$ cat src/rtl/vn_mem_pkg.sv
// Shared definitions for the Von Neumann memory arbiter.
// Contents: requester port ids and the arbiter FSM state encoding.
package vn_mem_pkg;

  // Requester ids; also used as bit positions in request/grant vectors.
  localparam logic PORT_IF = 1'b0;
  localparam logic PORT_D  = 1'b1;

  typedef enum logic [1:0] {
    IDLE    = 2'd0,
    RESP_IF = 2'd1,
    RESP_D  = 2'd2
  } state_t;

endpackage

$ cat src/rtl/rr_arbiter2.sv
// Two-way round-robin arbiter with a registered last-grant pointer.
// Ports:
//   clk, rst_n : clock, asynchronous active-low reset
//   i_req      : request bits, indexed by PORT_IF / PORT_D
//   i_update   : record the current grant as the last grant at the clock edge
//   o_grant    : one-hot (or zero) combinational grant
module rr_arbiter2
  import vn_mem_pkg::*;
(
  input  logic       clk,
  input  logic       rst_n,
  input  logic [1:0] i_req,
  input  logic       i_update,
  output logic [1:0] o_grant
);

  logic r_last_grant;
  logic w_pick_d;

  // On a tie the port that did not win last time is chosen.
  always_comb begin
    w_pick_d = i_req[PORT_D] & (~i_req[PORT_IF] | (r_last_grant == PORT_IF));
    o_grant          = 2'b00;
    o_grant[PORT_D]  = w_pick_d;
    o_grant[PORT_IF] = i_req[PORT_IF] & ~w_pick_d;
  end

  // Reset to DATA so the first tie goes to fetch.
  always_ff @(posedge clk or negedge rst_n) begin
    if (!rst_n) begin
      r_last_grant <= PORT_D;
    end else if (i_update) begin
      r_last_grant <= o_grant[PORT_D] ? PORT_D : PORT_IF;
    end
  end

endmodule

$ cat src/rtl/vn_mem_arbiter.sv
// Shares a single-port synchronous memory between the fetch port (read-only)
// and the load/store port. One read in flight at most; writes complete in
// the accept cycle and never produce a response.
// Ports:
//   clk, rst_n                         : clock, asynchronous active-low reset
//   if_req_* / if_resp_*               : fetch request and read-response channels
//   d_req_* / d_resp_*                 : data request and load-response channels
//   mem_addr/rd_en/wr_en/wr_data       : memory command, valid in the accept cycle
//   mem_rd_data                        : memory read data, one cycle after rd_en
//   busy                               : read in flight or response pending
module vn_mem_arbiter
  import vn_mem_pkg::*;
#(
  parameter  int unsigned DATA_WIDTH = 32,
  parameter  int unsigned DATA_DEPTH = 1024,
  localparam int unsigned AW         = $clog2(DATA_DEPTH)
) (
  input  logic                  clk,
  input  logic                  rst_n,
  input  logic                  if_req_valid,
  output logic                  if_req_ready,
  input  logic [AW-1:0]         if_req_addr,
  output logic                  if_resp_valid,
  input  logic                  if_resp_ready,
  output logic [DATA_WIDTH-1:0] if_resp_data,
  input  logic                  d_req_valid,
  output logic                  d_req_ready,
  input  logic                  d_req_we,
  input  logic [AW-1:0]         d_req_addr,
  input  logic [DATA_WIDTH-1:0] d_req_wdata,
  output logic                  d_resp_valid,
  input  logic                  d_resp_ready,
  output logic [DATA_WIDTH-1:0] d_resp_data,
  output logic [AW-1:0]         mem_addr,
  output logic                  mem_rd_en,
  output logic                  mem_wr_en,
  output logic [DATA_WIDTH-1:0] mem_wr_data,
  input  logic [DATA_WIDTH-1:0] mem_rd_data,
  output logic                  busy
);

  state_t     r_state;
  state_t     w_state_nxt;
  logic       w_idle;
  logic [1:0] w_req;
  logic [1:0] w_grant;
  logic       w_rd_acc;

  // Requests are only visible to the arbiter in IDLE and out of reset, so
  // ready, enables and last-grant updates are all suppressed otherwise.
  assign w_idle = (r_state == IDLE) & rst_n;

  always_comb begin
    w_req          = 2'b00;
    w_req[PORT_IF] = if_req_valid & w_idle;
    w_req[PORT_D]  = d_req_valid & w_idle;
  end

  rr_arbiter2 u_arb (
    .clk      (clk),
    .rst_n    (rst_n),
    .i_req    (w_req),
    .i_update (|w_grant),
    .o_grant  (w_grant)
  );

  assign w_rd_acc = w_grant[PORT_IF] | (w_grant[PORT_D] & ~d_req_we);

  // Memory command mux and next-state logic.
  always_comb begin
    w_state_nxt  = r_state;
    if_req_ready = w_grant[PORT_IF];
    d_req_ready  = w_grant[PORT_D];
    mem_addr     = '0;
    mem_rd_en    = 1'b0;
    mem_wr_en    = 1'b0;
    mem_wr_data  = '0;

    if (w_grant[PORT_D]) begin
      mem_addr = d_req_addr;
      if (d_req_we) begin
        mem_wr_en   = 1'b1;
        mem_wr_data = d_req_wdata;
      end else begin
        mem_rd_en = 1'b1;
      end
    end else if (w_grant[PORT_IF]) begin
      mem_addr  = if_req_addr;
      mem_rd_en = 1'b1;
    end

    case (r_state)
      IDLE: begin
        if (w_rd_acc) begin
          w_state_nxt = w_grant[PORT_D] ? RESP_D : RESP_IF;
        end
      end
      RESP_IF: if (if_resp_ready) w_state_nxt = IDLE;
      RESP_D:  if (d_resp_ready)  w_state_nxt = IDLE;
      default: w_state_nxt = IDLE;
    endcase
  end

  // Read data stays stable in RESP_* because no new read is issued there.
  assign if_resp_valid = (r_state == RESP_IF);
  assign d_resp_valid  = (r_state == RESP_D);
  assign if_resp_data  = if_resp_valid ? mem_rd_data : '0;
  assign d_resp_data   = d_resp_valid  ? mem_rd_data : '0;
  assign busy          = (r_state != IDLE);

  always_ff @(posedge clk or negedge rst_n) begin
    if (!rst_n) begin
      r_state <= IDLE;
    end else begin
      r_state <= w_state_nxt;
    end
  end

endmodule

$ cat config.mk
export PLATFORM = sky130hd
export DESIGN_NAME = vn_mem_arbiter
export DESIGN_NICKNAME = d
export VERILOG_FILES = /design/src/rtl/vn_mem_pkg.sv /design/src/rtl/rr_arbiter2.sv /design/src/rtl/vn_mem_arbiter.sv
export SDC_FILE = /design/constraint.sdc
export NUM_CORES = 1
export LEC_CHECK = 0
export BUFFER_PORTS_ARGS = -buffer_cell sky130_fd_sc_hd__buf_4
export CAP_MARGIN = 40
export CORE_AREA = 2 2 79 81
export CTS_CLUSTER_SIZE = 12
export DETAILED_ROUTE_END_ITERATION = 8
export DIE_AREA = 0 0 81 83
export PLACE_DENSITY_LB_ADDON = 0.15
export SETUP_SLACK_MARGIN = 0.15
export SYNTH_ARGS = -nofsm -noshare
export SYNTH_HDL_FRONTEND = slang
export SYNTH_HIERARCHICAL = 1
export SYNTH_SLANG_ARGS = --single-unit
$ cat constraint.sdc
create_clock -name clk -period 2.1 [get_ports clk]
set_input_delay 0 -clock clk [delete_from_list [all_inputs] [get_ports clk]]
set_output_delay 0 -clock clk [all_outputs]
set_load 0.01 [all_outputs]
==> results_dict.tcl <==
set metrics [dict create \
    synth_flop_cell "dfrtp_1" \
    setup_violations 0 \
    postSynthCellCount 150 \
    final_nets 444 \
    fin_crit_ns 1.846 \
    worstPathRequired_ns 2.10 \
    num_vias 1751 \
    worst_setup_path_start_kind "register" \
    fp.dieW_microns 81 \
    path_class "register to output port" \
    synth-compound-area-share_pct 10.51 \
    irDropWorstVdd_mv 0.2714 \
    dr.pass1.iters 4 \
    synth_cell_type_count 24 \
    drc 0 \
    utilization_pct 46.39 \
    synth-simple-area-share_pct 70.51 \
    synth.cell_area_sq_um 988.4 \
    syn_avg_cell_area_sq_um 6.590 \
    cts_tree "built" \
    htree_levels 1 \
    drv_cap 0 \
    power.leakage_nw 1.649 \
    wl_microns 5548 \
    rsz0062_at_grt "yes" \
    syn-num-nets 241 \
    pwr-share-comb_pct 80.6 \
    fin_setup_tns_ns 0 \
    first_iter_violations 29 \
    power.internal_uw 865.7 \
    numCtsBuffers 3 \
    max_freq_mhz 541.6 \
    muxShareOfSynthArea_pct 2.532 \
    synth-edff-count 0 \
    syn_to_final_growth_pct 172.9 \
    ant_nets 0 \
    synthXorXnorAreaFrac_pct 0 \
    row_count 28 \
    async_flop_share_pct 100.0 \
    start_util_pct 17.00 \
    mostFrequentLayoutCell "buf_4" \
    root_buffer "clkbuf_8" \
    cp_max_fo 35 \
    cts.sinks 3 \
    grt_pass1_wl_microns 7748 \
    p_clk_share_pct 11.8 \
    relSlewSlack_pct 83.46 \
    antenna_found_initial 0 \
    synth_top_area_share_pct 41.14 \
    layout_common_cells "buf_4, and2_1, and3_1, a22o_1, nand2_1" \
    grt-ovfl-total 0 \
    yosysSeqAreaShare_pct 7.722 \
    fillCellCount 626 \
    worst_pin_slew_ns 0.2481 \
    ys_ff_latch 3 \
    grt_pass1_vias 1591 \
    p_sw_uw 567.4 \
    p_sw_share_pct 39.59 \
    finalMaxSlewViolations 0 \
    portBuffers 203 \
    die_area_sq_um 6723 \
    ios 204 \
    finalClockSkew_ns 0.003039 \
    dp_hpwl_microns 4631 \
    drive_gt1_share_pct 63.92 \
    fp.coreArea_sq_um 5816 \
    wl_per_cell_microns 12.99 \
    status "finished, final reports clean" \
    antennaDiodeCount 0 \
    cts_buffer_depth 2 \
    gr-usage-all-layers_pct 14.36 \
    drt-vias-per-instance 4.101 \
    clkTransAtPathRegs_ns 0.03 \
    worstSetupEndpointType "output port" \
    ys_warn_count 6 \
    grt_max_degree 36 \
    yosys.area_share.adder_pct 0 \
    synth_area_leader_cell "and2_1" \
    p_per_area_nw_per_um2 531.2 \
    die_h_microns 83 \
    synth_top_family_by_area "simple AND/OR/NAND/NOR gates" \
    clock_latency_ns 0.22 \
    post-route-period-util_pct 87.92 \
    place_congestion 0.7596 \
    cp.arrival_ns 1.85 \
    p_seq_share_pct 7.6 \
    ys_top_cells_by_area "and2_1, and3_1, a22o_1, dfrtp_1, buf_2" \
    min_path_type "primary input to register" \
    hold_viol 0 \
]
==> Yosys cell counts (2+ instances only) <==
cell / n
nand2_1: 4
a22o_1: 8
nor2b_1: 2
nand2b_1: 2
inv_1: 3
and2_1: 65
clkbuf_1: 6
and3_1: 34
buf_2: 8
o21ai_0: 2
nor2_1: 2
dfrtp_1: 2
==> final timing paths <==
path / start / to / slack [ns] / cells after the start
max reg2reg: r_state[1] / r_state[0] / 0.43 / 9
min reg2reg: r_state[1] / r_state[0] / 0.52 / 1
min in group asynchronous: rst_n / r_state[0] / 0.12 / 2
max: r_state[1] / mem_rd_en / 0.25 / 7
max in group asynchronous: rst_n / u_arb/r_last_grant / 1.78 / 2
min: d_resp_ready / r_state[1] / 0.05 / 3
==> timing repair <==
item,CTS,global route
buffers inserted,2,1
setup endpoints to repair,8,14
resized for setup,4,7
pin swaps,1,1
hold endpoints to repair,3,0
hold buffers,1,0
gates cloned,1,0
==> registers in the layout, summed over array words and instances (netlist names) <==
register            flops
u_arb/r_last_grant      1
r_state                 2
==> final cells by class <==
type	instances	area, sq um	share of cell area, %
flip-flops and latches	3	77.57	2.876
clock buffers	4	45.04	1.670
repair buffers	214	1617	59.93
inverters	3	11.26	0.4174
well taps	75	93.84	3.479
multi-input cells	128	853.3	31.63
==> power groups by stage <==
stage          clock network, mW  logic (mW)  registers, mW
4_1_cts                    0.174        1.15          0.104
5_1_grt                    0.176        1.26          0.112
3_3_place_gp                   0        1.13          0.107
6_report                   0.169        1.16          0.108
2_1_floorplan                  0       0.514          0.100
3_5_place_dp                   0        1.12          0.109
==> cell families (layout without fill, tap and decap cells) <==
group / count (synthesis) / after routing
and+or+nand+nor: 113 / 113
buffers and inverters: 19 / 221
DFF: 3 / 3
AOI/OAI and AO/OA: 13 / 13
muxes: 2 / 2
==> metal layers <==
metal | part of all wire (%) | global-route usage [%] | vias up
met4 | 0 | 2.311 | 0
met1 | 34 | 14.21 | 737
li1 | - | - | 894
met3 | 13 | 4.457 | 0
met5 | 0 | 0 | -
met2 | 53 | 28.55 | 120
==> worst max-delay path: stages, from the launching register on <==
cell	delay, ns
dfrtp_2	0.43
nor2_4	0.12
and3_1	0.19
a21boi_4	0.25
buf_6	0.24
and2_1	0.19
nor2b_1	0.05
buf_4	0.13
==> per-stage QoR <==
stage / worst slack, ns / hold WS (ns) / power, mW / instance area, sq um / instances
detailed placement: 0.3215 / -0.1991 / 1.228 / 2584 / 418
floorplan: 0.2487 / -0.2956 / 0.6138 / 988.4 / 150
finish: 0.2538 / 0.05369 / 1.433 / 2698 / 427
CTS: 0.1539 / 0.05669 / 1.431 / 2669 / 426
global route: 0.1355 / 0.09558 / 1.548 / 2698 / 427
global placement: 0.3701 / -0.2005 / 1.234 / 2584 / 418
Power figures use the tool's default switching activity.
